<file path="src/rtl/alu_pipe_core.sv">
// Two-stage elastic ALU pipeline with valid/ready handshakes and a completed-transfer counter.
// Define ALU_SAT_EN to enable saturating unsigned add/sub on opcodes D/E (otherwise illegal).
module alu_pipe_core #(
    parameter int unsigned WIDTH = 8,
    parameter int unsigned CNT_W = 16
) (
    input  logic             clk,
    input  logic             reset,
    input  logic             alu_valid_in,
    output logic             alu_ready_out,
    input  logic [WIDTH-1:0] alu_a_in,
    input  logic [WIDTH-1:0] alu_b_in,
    input  logic [3:0]       alu_opcode_in,
    output logic             alu_valid_out,
    input  logic             alu_ready_in,
    output logic [WIDTH-1:0] alu_y_out,
    output logic             alu_co_out,
    output logic             alu_zero_out,
    output logic             alu_ovf_out,
    output logic             alu_err_out,
    output logic [CNT_W-1:0] alu_op_count_out
);

    localparam logic [3:0] OpAdd  = 4'h0;
    localparam logic [3:0] OpSub  = 4'h1;
    localparam logic [3:0] OpAnd  = 4'h2;
    localparam logic [3:0] OpOr   = 4'h3;
    localparam logic [3:0] OpXor  = 4'h4;
    localparam logic [3:0] OpNot  = 4'h5;
    localparam logic [3:0] OpShl  = 4'h6;
    localparam logic [3:0] OpShr  = 4'h7;
    localparam logic [3:0] OpInc  = 4'h8;
    localparam logic [3:0] OpDec  = 4'h9;
    localparam logic [3:0] OpRol  = 4'hA;
    localparam logic [3:0] OpRor  = 4'hB;
    localparam logic [3:0] OpPass = 4'hC;
`ifdef ALU_SAT_EN
    localparam logic [3:0] OpSadd = 4'hD;
    localparam logic [3:0] OpSsub = 4'hE;
`endif

    localparam int unsigned Msb = WIDTH - 1;

    // Stage 1: registered operands
    logic             s1_valid;
    logic [WIDTH-1:0] s1_a;
    logic [WIDTH-1:0] s1_b;
    logic [3:0]       s1_op;

    // Stage 2: registered result and flags
    logic             s2_valid;
    logic [WIDTH-1:0] s2_y;
    logic             s2_co;
    logic             s2_zero;
    logic             s2_ovf;
    logic             s2_err;
    logic [CNT_W-1:0] op_count;

    logic s1_ready;
    logic s2_ready;

    assign s2_ready      = !s2_valid || alu_ready_in;
    assign s1_ready      = !s1_valid || s2_ready;
    assign alu_ready_out = s1_ready;

    // Combinational compute on stage-1 contents
    logic [WIDTH-1:0] c_y;
    logic             c_co;
    logic             c_ovf;
    logic             c_err;
    logic [WIDTH:0]   sum;
    logic [WIDTH:0]   diff;
    logic [WIDTH:0]   inc;
    logic [WIDTH:0]   dec;

    always_comb begin
        sum   = {1'b0, s1_a} + {1'b0, s1_b};
        diff  = {1'b0, s1_a} - {1'b0, s1_b};
        inc   = {1'b0, s1_a} + {{WIDTH{1'b0}}, 1'b1};
        dec   = {1'b0, s1_a} - {{WIDTH{1'b0}}, 1'b1};
        c_y   = '0;
        c_co  = 1'b0;
        c_ovf = 1'b0;
        c_err = 1'b0;
        case (s1_op)
            OpAdd: begin
                c_y   = sum[WIDTH-1:0];
                c_co  = sum[WIDTH];
                c_ovf = (s1_a[Msb] == s1_b[Msb]) && (sum[Msb] != s1_a[Msb]);
            end
            OpSub: begin
                c_y   = diff[WIDTH-1:0];
                c_co  = diff[WIDTH];
                c_ovf = (s1_a[Msb] != s1_b[Msb]) && (diff[Msb] != s1_a[Msb]);
            end
            OpAnd:  c_y = s1_a & s1_b;
            OpOr:   c_y = s1_a | s1_b;
            OpXor:  c_y = s1_a ^ s1_b;
            OpNot:  c_y = ~s1_a;
            OpPass: c_y = s1_b;
            OpShl: begin
                c_y  = {s1_a[WIDTH-2:0], 1'b0};
                c_co = s1_a[Msb];
            end
            OpShr: begin
                c_y  = {1'b0, s1_a[WIDTH-1:1]};
                c_co = s1_a[0];
            end
            OpInc: begin
                c_y   = inc[WIDTH-1:0];
                c_co  = inc[WIDTH];
                c_ovf = !s1_a[Msb] && inc[Msb];
            end
            OpDec: begin
                c_y   = dec[WIDTH-1:0];
                c_co  = dec[WIDTH];
                c_ovf = s1_a[Msb] && !dec[Msb];
            end
            OpRol: begin
                c_y  = {s1_a[WIDTH-2:0], s1_a[Msb]};
                c_co = s1_a[Msb];
            end
            OpRor: begin
                c_y  = {s1_a[0], s1_a[WIDTH-1:1]};
                c_co = s1_a[0];
            end
`ifdef ALU_SAT_EN
            OpSadd: begin
                c_y  = sum[WIDTH] ? {WIDTH{1'b1}} : sum[WIDTH-1:0];
                c_co = sum[WIDTH];
            end
            OpSsub: begin
                c_y  = diff[WIDTH] ? '0 : diff[WIDTH-1:0];
                c_co = diff[WIDTH];
            end
`endif
            default: c_err = 1'b1;
        endcase
    end

    always_ff @(posedge clk or negedge reset) begin
        if (!reset) begin
            s1_valid <= 1'b0;
            s1_a     <= '0;
            s1_b     <= '0;
            s1_op    <= '0;
        end else if (s1_ready) begin
            s1_valid <= alu_valid_in;
            if (alu_valid_in) begin
                s1_a  <= alu_a_in;
                s1_b  <= alu_b_in;
                s1_op <= alu_opcode_in;
            end
        end
    end

    always_ff @(posedge clk or negedge reset) begin
        if (!reset) begin
            s2_valid <= 1'b0;
            s2_y     <= '0;
            s2_co    <= 1'b0;
            s2_zero  <= 1'b0;
            s2_ovf   <= 1'b0;
            s2_err   <= 1'b0;
        end else if (s2_ready) begin
            s2_valid <= s1_valid;
            if (s1_valid) begin
                s2_y    <= c_y;
                s2_co   <= c_co;
                s2_zero <= (c_y == '0);
                s2_ovf  <= c_ovf;
                s2_err  <= c_err;
            end
        end
    end

    always_ff @(posedge clk or negedge reset) begin
        if (!reset) begin
            op_count <= '0;
        end else if (s2_valid && alu_ready_in) begin
            op_count <= op_count + 1'b1;
        end
    end

    assign alu_valid_out    = s2_valid;
    assign alu_y_out        = s2_y;
    assign alu_co_out       = s2_co;
    assign alu_zero_out     = s2_zero;
    assign alu_ovf_out      = s2_ovf;
    assign alu_err_out      = s2_err;
    assign alu_op_count_out = op_count;

endmodule

</file>
<file path="config.mk">
export PLATFORM = sky130hd
export DESIGN_NAME = alu_pipe_core
export DESIGN_NICKNAME = d
export VERILOG_FILES = /design/src/rtl/alu_pipe_core.sv
export SDC_FILE = /design/constraint.sdc
export NUM_CORES = 1
export LEC_CHECK = 0
export ABC_AREA = 1
export CORE_ASPECT_RATIO = 1.75
export CORE_MARGIN = 2
export CORE_UTILIZATION = 50
export CTS_BUF_LIST = sky130_fd_sc_hd__clkbuf_8
export DETAILED_ROUTE_END_ITERATION = 12
export DONT_BUFFER_PORTS = 1
export MAX_ROUTING_LAYER = met4
export PLACE_DENSITY_LB_ADDON = 0.2
export SYNTH_ARGS = -nofsm -noshare
export SYNTH_HDL_FRONTEND = slang
export SYNTH_SLANG_ARGS = --single-unit
export TNS_END_PERCENT = 30
</file>
<file path="constraint.sdc">
create_clock -name clk -period 4.3 [get_ports clk]
set_input_delay 0.86 -clock clk [delete_from_list [all_inputs] [get_ports clk]]
set_output_delay 0.86 -clock clk [all_outputs]
set_load 0.01 [all_outputs]
</file>
==> flow_summary.yaml <==
outcome:
  status: "complete, no violations"
yosys:
  synthTopCellsByCount: "nand2_1 (175), nor2_1 (81), nand3_1 (66)"
  synthDistinctLibCells: 30
  yosysMostFrequentCell: "nand2_1"
  syn-cell-area_um2: 3860
  synthTopCellsByArea: "dfrtp_1 (32%), nand2_1 (17%), ha_1 (9.4%)"
  netlist_instances: 579
  yosysSeqAreaShare: 0.324
  synth_top_area_frac: 0.324
  post-synth-top-area-cell: "dfrtp_1"
  synth-main-ff-cell: "dfrtp_1"
  synth_edf_count: 0
  synthArstFlopShare: 1.00
  ys_ff_latch: 50
  synth_nets: 634
  syn_area_per_cell_um2: 6.66
  ys.warnings.count: 0
sta:
  fmax_mhz: 382
  rsz0062_at_grt: "false"
  finalHoldViolCount: 0
  setup_tns_ps: 0
  slew_viol_final: 0
  final.setup.worst_slack_ps: 1680
  tightest_slew_ps: 703
  maxSlewHeadroom: 0.530
  skew_ps: 10.8
  min_period_over_period: 0.609
  fin_crit_ps: 2620
  setup-violations-final: 0
global_route:
  grt_pass1_vias: 3776
  grt-ovfl-total: 0
  grt_pass1_wl_um: 18100
  grt_max_degree: 51
  grt_antenna_before_repair: 0
  grt_usage: 0.281
final_layout:
  multi_input_area_um2: 2310
  regArea_um2: 1250
  n_fill_cell: 794
  drive_above_1_share: 0.0381
  area_delta_synth_final_pct: 4.45
  finalNetCount: 632
  final-instance-count-excl-fill: 666
  antenna_cells: 0
die:
  die_h_um: 120
  io_pins: 54
  core_um2: 7510
  die_w_um: 70.4
  rows: 42
  die-area_um2: 8460
  start_util: 0.513
critical_path:
  cp_cell_sequence: "clkinv_1, ha_1, inv_1, a21o_1, a21oi_1, nand3_1, nand3_1, nand3_1, nor2_1, nand3_1, nand2_1"
  start_kind: "flop"
  critPathTopFamily: "simple AND/OR/NAND/NOR gates"
  cp.required_ps: 4560
  cpMaxStageDelayCell: "dfrtp_1"
  crit_top_cell: "nand3_1"
  critPathMaxStageDelay_ps: 530
  critPathArrivalTime_ps: 2880
  path_class: "reg -> reg"
  worst-path-max-fanout: 9
  path_buf_inv: 2
  end_kind: "flop"
clock_network:
  clock_tree.buffer_depth: 2
  post_cts_resized: 0
  clock-root-buffer: "clkbuf_8"
  cts_tree: "yes"
  clk-insertion-delay-late_ps: 330
  clk_pin_slew_worst_paths_ps: 110
  cts_hold_buf: 0
  cts-htree-levels: 2
  post_cts_buffers: 0
  cts_buffers: 5
  clock_sinks: 50
power:
  powerDensity_nw_per_um2: 423
  power.leakage_uw: 0.00213
  peakVddDrop_uv: 337
routing:
  first_iter_violations: 328
  num_vias: 3779
  postRouteAntennaNets: 0
  drt_first_pass_iters: 5
  drt_wl_total_um: 11300
  wl_per_cell_um: 17.0
  drcViolationCount: 0
  avgViaCountPerCell: 5.67
min_path:
  hp-class: "in -> async"
place:
  place_ws_ps: 1740
  place_inst: 658
  place_congestion: 0.976
  hpwl_um: 8930
  port_buffers: 0
flow_run:
  maxCapViolations: 0
sequential cells by signal, summed over array words and instances (netlist names):
| name | cells |
|---|---|
| alu_valid_out | 1 |
| s1_b | 8 |
| s1_a | 8 |
| s1_op | 4 |
| alu_err_out | 1 |
| alu_zero_out | 1 |
| alu_op_count_out | 16 |
| s1_valid | 1 |
| alu_y_out | 8 |
| alu_ovf_out | 1 |
| alu_co_out | 1 |
per-stage QoR:
stage	total power [uW]	hold slack, ps	utilization	cell area, um2
floorplan	1200	507	-	3860
global placement	1390	538	0.523	3930
detailed placement	1400	543	0.523	3930
CTS	1710	211	0.536	4030
global route	1820	205	0.536	4030
finish	1700	210	0.536	4030
logic make-up (layout without fill, tap and decap cells):
family	Yosys count	after routing	synth area share
buffers and inverters	78	77	0.0775
flip-flops	50	50	0.324
adder cells (fa/ha/maj)	31	31	0.104
AND/OR/NAND/NOR	351	351	0.381
AO/OA/AOI/OAI	50	50	0.0691
XOR/XNOR	19	19	0.0432
routing by layer:
layer,up-vias,wire length [um],global-route usage
li1,1836,-,-
met3,39,451,0.0333
met1,1759,4230,0.292
met2,145,6030,0.496
met5,-,0,-
met4,0,628,0.178
placed cells by master (no fill, tap or decap):
master and count:
or2_0 1, nand3_2 1, clkinv_4 2, nor3_1 8, nand3b_1 3, o21a_1 1
inv_8 1, nand2_2 3, o211ai_1 1, o21ai_1 1, nand3_1 66, or2_2 1
dfrtp_1 50, nand2_1 175, buf_4 1, clkbuf_8 5, clkinv_1 3, inv_2 5
a21o_1 1, o2111ai_1 1, a21oi_1 31, nor2_2 3, nand4_1 9, fa_1 2
inv_1 60, ha_1 29, o21ai_0 12, xor2_1 9, o31ai_1 2, nor2_1 81
xnor2_1 10
cell type report:
class                      instances  share of cell area
tap                               88              0.0273
clock inverter                     3             0.00715
inverter                          68              0.0634
multi-input combinational        451               0.573
sequential                        50               0.311
clock buffer                       5              0.0171
timing repair buffer               1             0.00186
worst paths after layout:
check                                                 start                          endpoint  slack, ps  cells past startpoint
max                                     s1_a[6]$_DFFE_PN0P_          alu_zero_out$_DFFE_PN0P_       1680                     11
min                                                   reset               s1_b[2]$_DFFE_PN0P_        210                      0
max reg2reg                             s1_a[6]$_DFFE_PN0P_          alu_zero_out$_DFFE_PN0P_       1680                     11
min reg2reg                alu_op_count_out[15]$_DFFE_PN0P_  alu_op_count_out[15]$_DFFE_PN0P_        550                      1
max in group asynchronous                             reset            alu_co_out$_DFFE_PN0P_       3970                      0
min in group clk           alu_op_count_out[15]$_DFFE_PN0P_  alu_op_count_out[15]$_DFFE_PN0P_        550                      1
power by group:
group          total (uW)  internal (uW)  switching (uW)
clock                 304            121             183
sequential            725            567             158
combinational         676            222             454
total                1700            910             795
No activity file was read; power rests on OpenSTA's default activity.
